[src/rtl/mc_controller.sv]
// Multicycle MIPS main control: Moore FSM sequencing the shared datapath plus ALU decode.
// Optional bne support is enabled by defining MC_BNE_EN.
module mc_controller (
    input  logic       clk,
    input  logic       reset,
    input  logic [5:0] op,
    input  logic [5:0] funct,
    input  logic       zero,
    output logic       memtoreg,
    output logic       regdst,
    output logic       iord,
    output logic [1:0] pcsrc,
    output logic       alusrca,
    output logic [1:0] alusrcb,
    output logic [2:0] alucontrol,
    output logic       irwrite,
    output logic       regwrite,
    output logic       memwrite,
    output logic       pcen,
    output logic [3:0] state
);

    localparam int unsigned STATE_W = 4;
    localparam int unsigned OP_W    = 6;

    localparam logic [OP_W-1:0] OP_RTYPE = 6'b000000;
    localparam logic [OP_W-1:0] OP_LW    = 6'b100011;
    localparam logic [OP_W-1:0] OP_SW    = 6'b101011;
    localparam logic [OP_W-1:0] OP_BEQ   = 6'b000100;
    localparam logic [OP_W-1:0] OP_ADDI  = 6'b001000;
    localparam logic [OP_W-1:0] OP_J     = 6'b000010;
`ifdef MC_BNE_EN
    localparam logic [OP_W-1:0] OP_BNE   = 6'b000101;
`endif

    typedef enum logic [STATE_W-1:0] {
        FETCH   = 4'd0,
        DECODE  = 4'd1,
        MEMADR  = 4'd2,
        MEMRD   = 4'd3,
        MEMWB   = 4'd4,
        MEMWR   = 4'd5,
        RTYPEEX = 4'd6,
        RTYPEWB = 4'd7,
        BEQEX   = 4'd8,
        ADDIEX  = 4'd9,
        ADDIWB  = 4'd10,
        JEX     = 4'd11
`ifdef MC_BNE_EN
        , BNEEX = 4'd12
`endif
    } state_t;

    typedef enum logic [1:0] {
        ALU_ADD   = 2'd0,
        ALU_SUB   = 2'd1,
        ALU_FUNCT = 2'd2
    } aluop_t;

    state_t state_q;
    state_t state_d;
    state_t cur;
    aluop_t aluop;
    logic   irwrite_s;
    logic   regwrite_s;
    logic   memwrite_s;
    logic   pcwrite;
    logic   branch;
    logic   branchne;

    // State register; reset lands in FETCH on the edge
    always_ff @(posedge clk) begin
        if (!reset) state_q <= FETCH;
        else        state_q <= state_d;
    end

    // Next-state sequencing
    always_comb begin
        state_d = FETCH;
        case (state_q)
            FETCH:   state_d = DECODE;
            DECODE: begin
                case (op)
                    OP_LW, OP_SW: state_d = MEMADR;
                    OP_RTYPE:     state_d = RTYPEEX;
                    OP_BEQ:       state_d = BEQEX;
                    OP_ADDI:      state_d = ADDIEX;
                    OP_J:         state_d = JEX;
`ifdef MC_BNE_EN
                    OP_BNE:       state_d = BNEEX;
`endif
                    default:      state_d = FETCH;
                endcase
            end
            MEMADR:  state_d = (op == OP_SW) ? MEMWR : MEMRD;
            MEMRD:   state_d = MEMWB;
            RTYPEEX: state_d = RTYPEWB;
            ADDIEX:  state_d = ADDIWB;
            default: state_d = FETCH;
        endcase
    end

    // While reset is low the outputs present FETCH with all writes suppressed
    assign cur   = reset ? state_q : FETCH;
    assign state = 4'(cur);

    always_comb begin
        memtoreg   = 1'b0;
        regdst     = 1'b0;
        iord       = 1'b0;
        pcsrc      = 2'b00;
        alusrca    = 1'b0;
        alusrcb    = 2'b00;
        aluop      = ALU_ADD;
        irwrite_s  = 1'b0;
        regwrite_s = 1'b0;
        memwrite_s = 1'b0;
        pcwrite    = 1'b0;
        branch     = 1'b0;
        branchne   = 1'b0;
        case (cur)
            FETCH: begin
                alusrcb   = 2'b01;
                irwrite_s = 1'b1;
                pcwrite   = 1'b1;
            end
            DECODE:  alusrcb = 2'b11;
            MEMADR: begin
                alusrca = 1'b1;
                alusrcb = 2'b10;
            end
            MEMRD:   iord = 1'b1;
            MEMWB: begin
                memtoreg   = 1'b1;
                regwrite_s = 1'b1;
            end
            MEMWR: begin
                iord       = 1'b1;
                memwrite_s = 1'b1;
            end
            RTYPEEX: begin
                alusrca = 1'b1;
                aluop   = ALU_FUNCT;
            end
            RTYPEWB: begin
                regdst     = 1'b1;
                regwrite_s = 1'b1;
            end
            BEQEX: begin
                alusrca = 1'b1;
                aluop   = ALU_SUB;
                pcsrc   = 2'b01;
                branch  = 1'b1;
            end
            ADDIEX: begin
                alusrca = 1'b1;
                alusrcb = 2'b10;
            end
            ADDIWB:  regwrite_s = 1'b1;
            JEX: begin
                pcsrc   = 2'b10;
                pcwrite = 1'b1;
            end
`ifdef MC_BNE_EN
            BNEEX: begin
                alusrca  = 1'b1;
                aluop    = ALU_SUB;
                pcsrc    = 2'b01;
                branchne = 1'b1;
            end
`endif
            default: ;
        endcase
    end

    // ALU decoder
    always_comb begin
        alucontrol = 3'b010;
        case (aluop)
            ALU_SUB: alucontrol = 3'b110;
            ALU_FUNCT: begin
                case (funct)
                    6'b100010: alucontrol = 3'b110;
                    6'b100100: alucontrol = 3'b000;
                    6'b100101: alucontrol = 3'b001;
                    6'b101010: alucontrol = 3'b111;
                    default:   alucontrol = 3'b010;
                endcase
            end
            default: alucontrol = 3'b010;
        endcase
    end

    assign irwrite  = irwrite_s & reset;
    assign regwrite = regwrite_s & reset;
    assign memwrite = memwrite_s & reset;
    assign pcen     = (pcwrite | (branch & zero) | (branchne & ~zero)) & reset;

endmodule

[config.mk]
export PLATFORM = sky130hd
export DESIGN_NAME = mc_controller
export DESIGN_NICKNAME = d
export VERILOG_FILES = /design/src/rtl/mc_controller.sv
export SDC_FILE = /design/constraint.sdc
export NUM_CORES = 1
export LEC_CHECK = 0
export ABC_AREA = 1
export BUFFER_PORTS_ARGS = -buffer_cell sky130_fd_sc_hd__buf_2
export CAP_MARGIN = 20
export CORE_MARGIN = 8
export CORE_UTILIZATION = 30
export CTS_BUF_LIST = sky130_fd_sc_hd__clkbuf_8 sky130_fd_sc_hd__clkbuf_16
export DETAILED_ROUTE_END_ITERATION = 10
export GPL_TIMING_DRIVEN = 0
export HOLD_SLACK_MARGIN = 0.1
export PLACE_DENSITY = 0.57
export SYNTH_ARGS = -nofsm -noshare
export SYNTH_HDL_FRONTEND = slang
export SYNTH_SLANG_ARGS = --single-unit
[constraint.sdc]
create_clock -name clk -period 1.9 [get_ports clk]
set_input_delay 0.285 -clock clk [delete_from_list [all_inputs] [get_ports clk]]
set_output_delay 0.285 -clock clk [all_outputs]
set_load 0.02 [all_outputs]
After elaboration in Yosys (flattened, before gate mapping)
Index checks and enable logic that the tools add are counted.
Widths: inputs -> output; s select.
Operators by class
  reductions and logical operators: 9
  equality and inequality tests: 27
  bitwise gates (word level): 6
  multiplexer cells: 18
Operators by type and width (number)
  $eq 6x6->1 const B: 6
  $pmux 4 s6: 1
  $eq 4x3->1 const B: 5
  $eq 4x4->1 const B: 5
  $pmux 4 s5: 1
  $eq 4x2->1 const B: 4
  $pmux 3 s4: 1
  $mux 1: 9
  $eq 4x1->1 const B: 2
  $logic_not 4->1: 2
  $pmux 2 s2: 2
  $reduce_or 2->1: 4
  $eq 6x2->1 const B: 1
  $eq 6x3->1 const B: 1
  $eq 6x4->1 const B: 1
  $logic_not 6->1: 1
  $pmux 2 s3: 1
  $pmux 3 s2: 1
  $and 1x1->1: 5
  $mux 4: 1
  $reduce_or 4->1: 1
  $mux 3: 1
  $reduce_or 3->1: 1
  $eq 2x1->1 const B: 1
  other kinds (2): 2
Word-level totals
  input port bits: 15
  word-level logic and storage cells: 61
  output and inout port bits: 19
  bits in registers: 4

Longest topological paths before layout
  depth after elaboration: 6
  gate-level depth with buffers: 9
  gate-level depth less buffers: 9

Least setup slack after synthesis
Ideal clock, no wire load.
  path kind: register to output
  from: register state_q[0]
  to: output alucontrol[2]
  cell stages (with the launch flop): 10
  setup slack: -92 ps
  arrival time: 1707 ps
  data required time: 1615 ps
  buffers on the path: 0
  cells stage by stage: dfxtp_1 -> nand2_1 -> inv_1 -> nor2_1 -> inv_2 -> nor2_4 -> inv_1 -> ha_1 -> nand3_1 -> a21boi_0
Between the ends
  cells in the longest elaborated chain, start to end: 5
  elaborated cells between the ends (all ways): 7
  those cells by class: eq/ne (4); mux (3)
Ends and longest elaborated chain
  from (decl): line 60  | state_t state_q;
  from (signal assigned): line 74  | else state_q <= state_d;
  $mux 4 *: line 104  | assign cur = reset ? state_q : FETCH;
  via state[0]: line 20  | output logic [3:0] state
  $eq 4x4->1 / $eq 4x3->1 (equally long branches): line 121  | case (cur)
  $pmux 2 s2 *: line 121
  $eq 2x2->1 / $eq 2x1->1 (equally long branches): line 179  | case (aluop)
  $pmux 3 s2 *: line 179
  to (decl): line 15  | output logic [2:0] alucontrol,
The timed path passes the listed nets; every way through them passes the cells marked *.

Worst setup path in the final report
  from: register state_q[1]
  to: output alucontrol[2]
Between the ends
  cells in the longest elaborated chain, start to end: 5
  elaborated cells between the ends (all ways): 7
  those cells by class: eq/ne (4); mux (3)
Ends and longest elaborated chain (line)
  $mux 4 *: 104
  $eq 4x4->1 / $eq 4x3->1 (equally long branches): 121
  $pmux 2 s2 *: 121
  $eq 2x2->1 / $eq 2x1->1 (equally long branches): 179
  $pmux 3 s2 *: 179
Every way passes the cells marked *; elsewhere a longest branch is shown, timed or not.

==> results.txt <==
Sequential share of the synthesized area = 0.1238
Clock Latency Late Sink = 0.21 ns
Routed WL per cell = 10.88 um
Register Area = 95.09 um2
Mapped Cells = 115
DR pass1 iterations = 4
RSZ-0062 raised after global routing = yes
Post-synth top area cell = dfxtp_1
Total Die Area = 0.003898 mm2
Setup TNS = 0 ns
Top reg by flops = state_q
Core Rows = 17
Post-synth ARST share = 0
Buf/Inv on CP = 4
DRC viols = 0
Yosys cell types = 22
H-tree depth = 1
# fillers = 224
Synth Area per Inst = 5.625 um2
Vert. Die Dim = 62.44 um
Placed Cells incl. Taps = 176
Tmin final = 1.841 ns
Post-Syn Nets = 133
Fin cells = 188
Overall routing resource usage = 0.09747
Final worst-path cycle share = 0.9688
Mapped Area = 646.9 um2
Vias/cell = 4.532
Crit path required time = 1.62 ns
PwrDens = 348.6 mW/mm2
Hold buffers post-CTS = 0
Setup WS post-layout = 0.05927 ns
Rel. slew slack = 0.8310
Slew @ Worst Pin = 0.2526 ns
Total gr overflow = 0
Core ar. = 0.002127 mm2
Clock tree buffer depth = 2
CP Class = reg2out
Delay-heaviest family, CP = flip-flops
Nets@finish = 180
Slowest cell on the critical path = dfxtp_4
Final wirelength = 2046 um
Final setup vio count = 0
Worst reg-to-reg path cell count = 6
Crit start category = flop
Max FFs per register = 4
Setup Skew = 0.002453 ns
Yosys reg bits = 4
DP HPWL = 1612 um
Multi-input gate area = 541.8 um2
IO buf count = 33
Clock buffers created by TritonCTS = 3
Final Hold Fails = 0
Top flop regs = state_q (4)
P_leak = 0.6194 nW
Most instantiated cells after synthesis = 21 x inv_1, 21 x nand2_1, 20 x nor2_1
R2R setup slack = 0.71 ns
Hold Path Stages = 4
EDFF count, synth = 0
CTS Root Cell = clkbuf_8
Share of cells above drive strength 1 = 0.5375
Initial Util = 0.3041
Critical Path End Type = output pin
Cells along the critical path = nand2_4 -> inv_2 -> nor2_2 -> inv_2 -> nor2_4 -> inv_2 -> ha_4 -> a21boi_2 -> buf_6
Final GP Congestion = 0.8297
Pin count of the biggest net entering global routing = 7
Data arrival time of the worst path = 1.56 ns
Ports = 34
Area Overhead vs Synth = 64.22%
Setup WS pre-CTS = 0.01251 ns
Top-area cell type share of the netlist area = 0.1238
Number of antenna violations at the first check in global routing = 0
First-pass GRT wire length = 3332 um
HP Class = in2reg
CTS Sinks = 4
Max Fclk = 0.5433 GHz
Vias in the first global route = 848
Critical path's largest stage delay = 0.35 ns
CTS tree = yes
CP max FO = 4
Clock transition at path regs = 0.03 ns
Top cells by area, synth = dfxtp_1 12%, inv_1 12%, nand2_1 12%
Worst VDD drop = 0.3167 mV
Main flop type after synthesis = dfxtp_1
Detail Route Antenna Nets = 0
1st-iter DRT viols = 33
WHS = 0.4706 ns
Max Cap Violations = 0
Vias = 852
Outcome = completed
Die width = 62.44 um
Ys Warns = 0
CP Depth = 9
Diode count = 0
Max-slew violations = 0
Most frequent CP cell = inv_2
metal layers:
metal	vias up	GRT usage	share of wire
li1	453	-	-
met3	0	0.03226	0.055
met1	378	0.1005	0.40
met2	21	0.1824	0.54
met4	0	0.02564	0
met5	-	0	0
worst paths after layout:
| kind | from | endpoint |
|---|---|---|
| worst max-delay path | state_q[1]$_SDFF_PN0_ | alucontrol[2] |
| worst max register to register | state_q[2]$_SDFF_PN0_ | state_q[2]$_SDFF_PN0_ |
| worst min register to register | state_q[0]$_SDFF_PN0_ | state_q[0]$_SDFF_PN0_ |
| worst min-delay path | op[3] | state_q[2]$_SDFF_PN0_ |
report_power, final:
part           switching, W  internal, W  leakage, nW
clock             0.0000402     0.000135       0.0216
combinational     0.0000652    0.0000419        0.562
sequential       0.00000438    0.0000839       0.0355
metrics by stage:
stage	instance area, um2	util	total power, W
global route	1062	0.4994	0.0004003
floorplan	646.9	-	0.0001505
CTS	934.6	0.4394	0.0003677
global placement	847.1	0.3982	0.0001861
finish	1062	0.4994	0.0003703
detailed placement	847.1	0.3982	0.0001873
layout make-up:
cell class                      count  area share
Sequential cell                     4     0.08952
Clock buffer                        3     0.03887
Timing Repair Buffer               42      0.2332
Tap cell                           28     0.03298
Multi-Input combinational cell     84      0.5100
Inverter                           27     0.09541
cell families after synthesis:
family | share of synthesized area
buffers and inverters | 0.1567
AOI/OAI and AO/OA | 0.1354
and+or+nand+nor | 0.5261
DFF | 0.1238
adders and majority gates | 0.05803
layout by cell type, fill, tap and decap left out, drive strengths merged:
cell type / synthesis / routed
dfxtp: 4 / 4
buf: 0 / 42
a21boi: 1 / 1
o31ai: 1 / 1
ha: 3 / 3
nand2: 25 / 25
a21oi: 3 / 3
o21ai: 4 / 4
inv: 27 / 27
o22ai: 2 / 2
a22oi: 1 / 1
nor3: 2 / 2
nor2: 28 / 28
clkbuf: 0 / 3
a31oi: 1 / 1
nand3: 12 / 12
nand3b: 1 / 1
worst register-to-register path, cell delays in order (launching register included):
cell	delay [ns]
dfxtp_4	0.35
buf_4	0.14
nor2_2	0.16
inv_2	0.09
nor2_4	0.10
nand3_1	0.08
a31oi_1	0.19
timing repair:
item / 4_1_cts / 5_1_grt
resized for setup: 13 / 19
endpoints found under the setup margin: 3 / 3
buffers inserted: 2 / 7
pin swaps: 3 / 8
(Power assumes the default switching activity.)
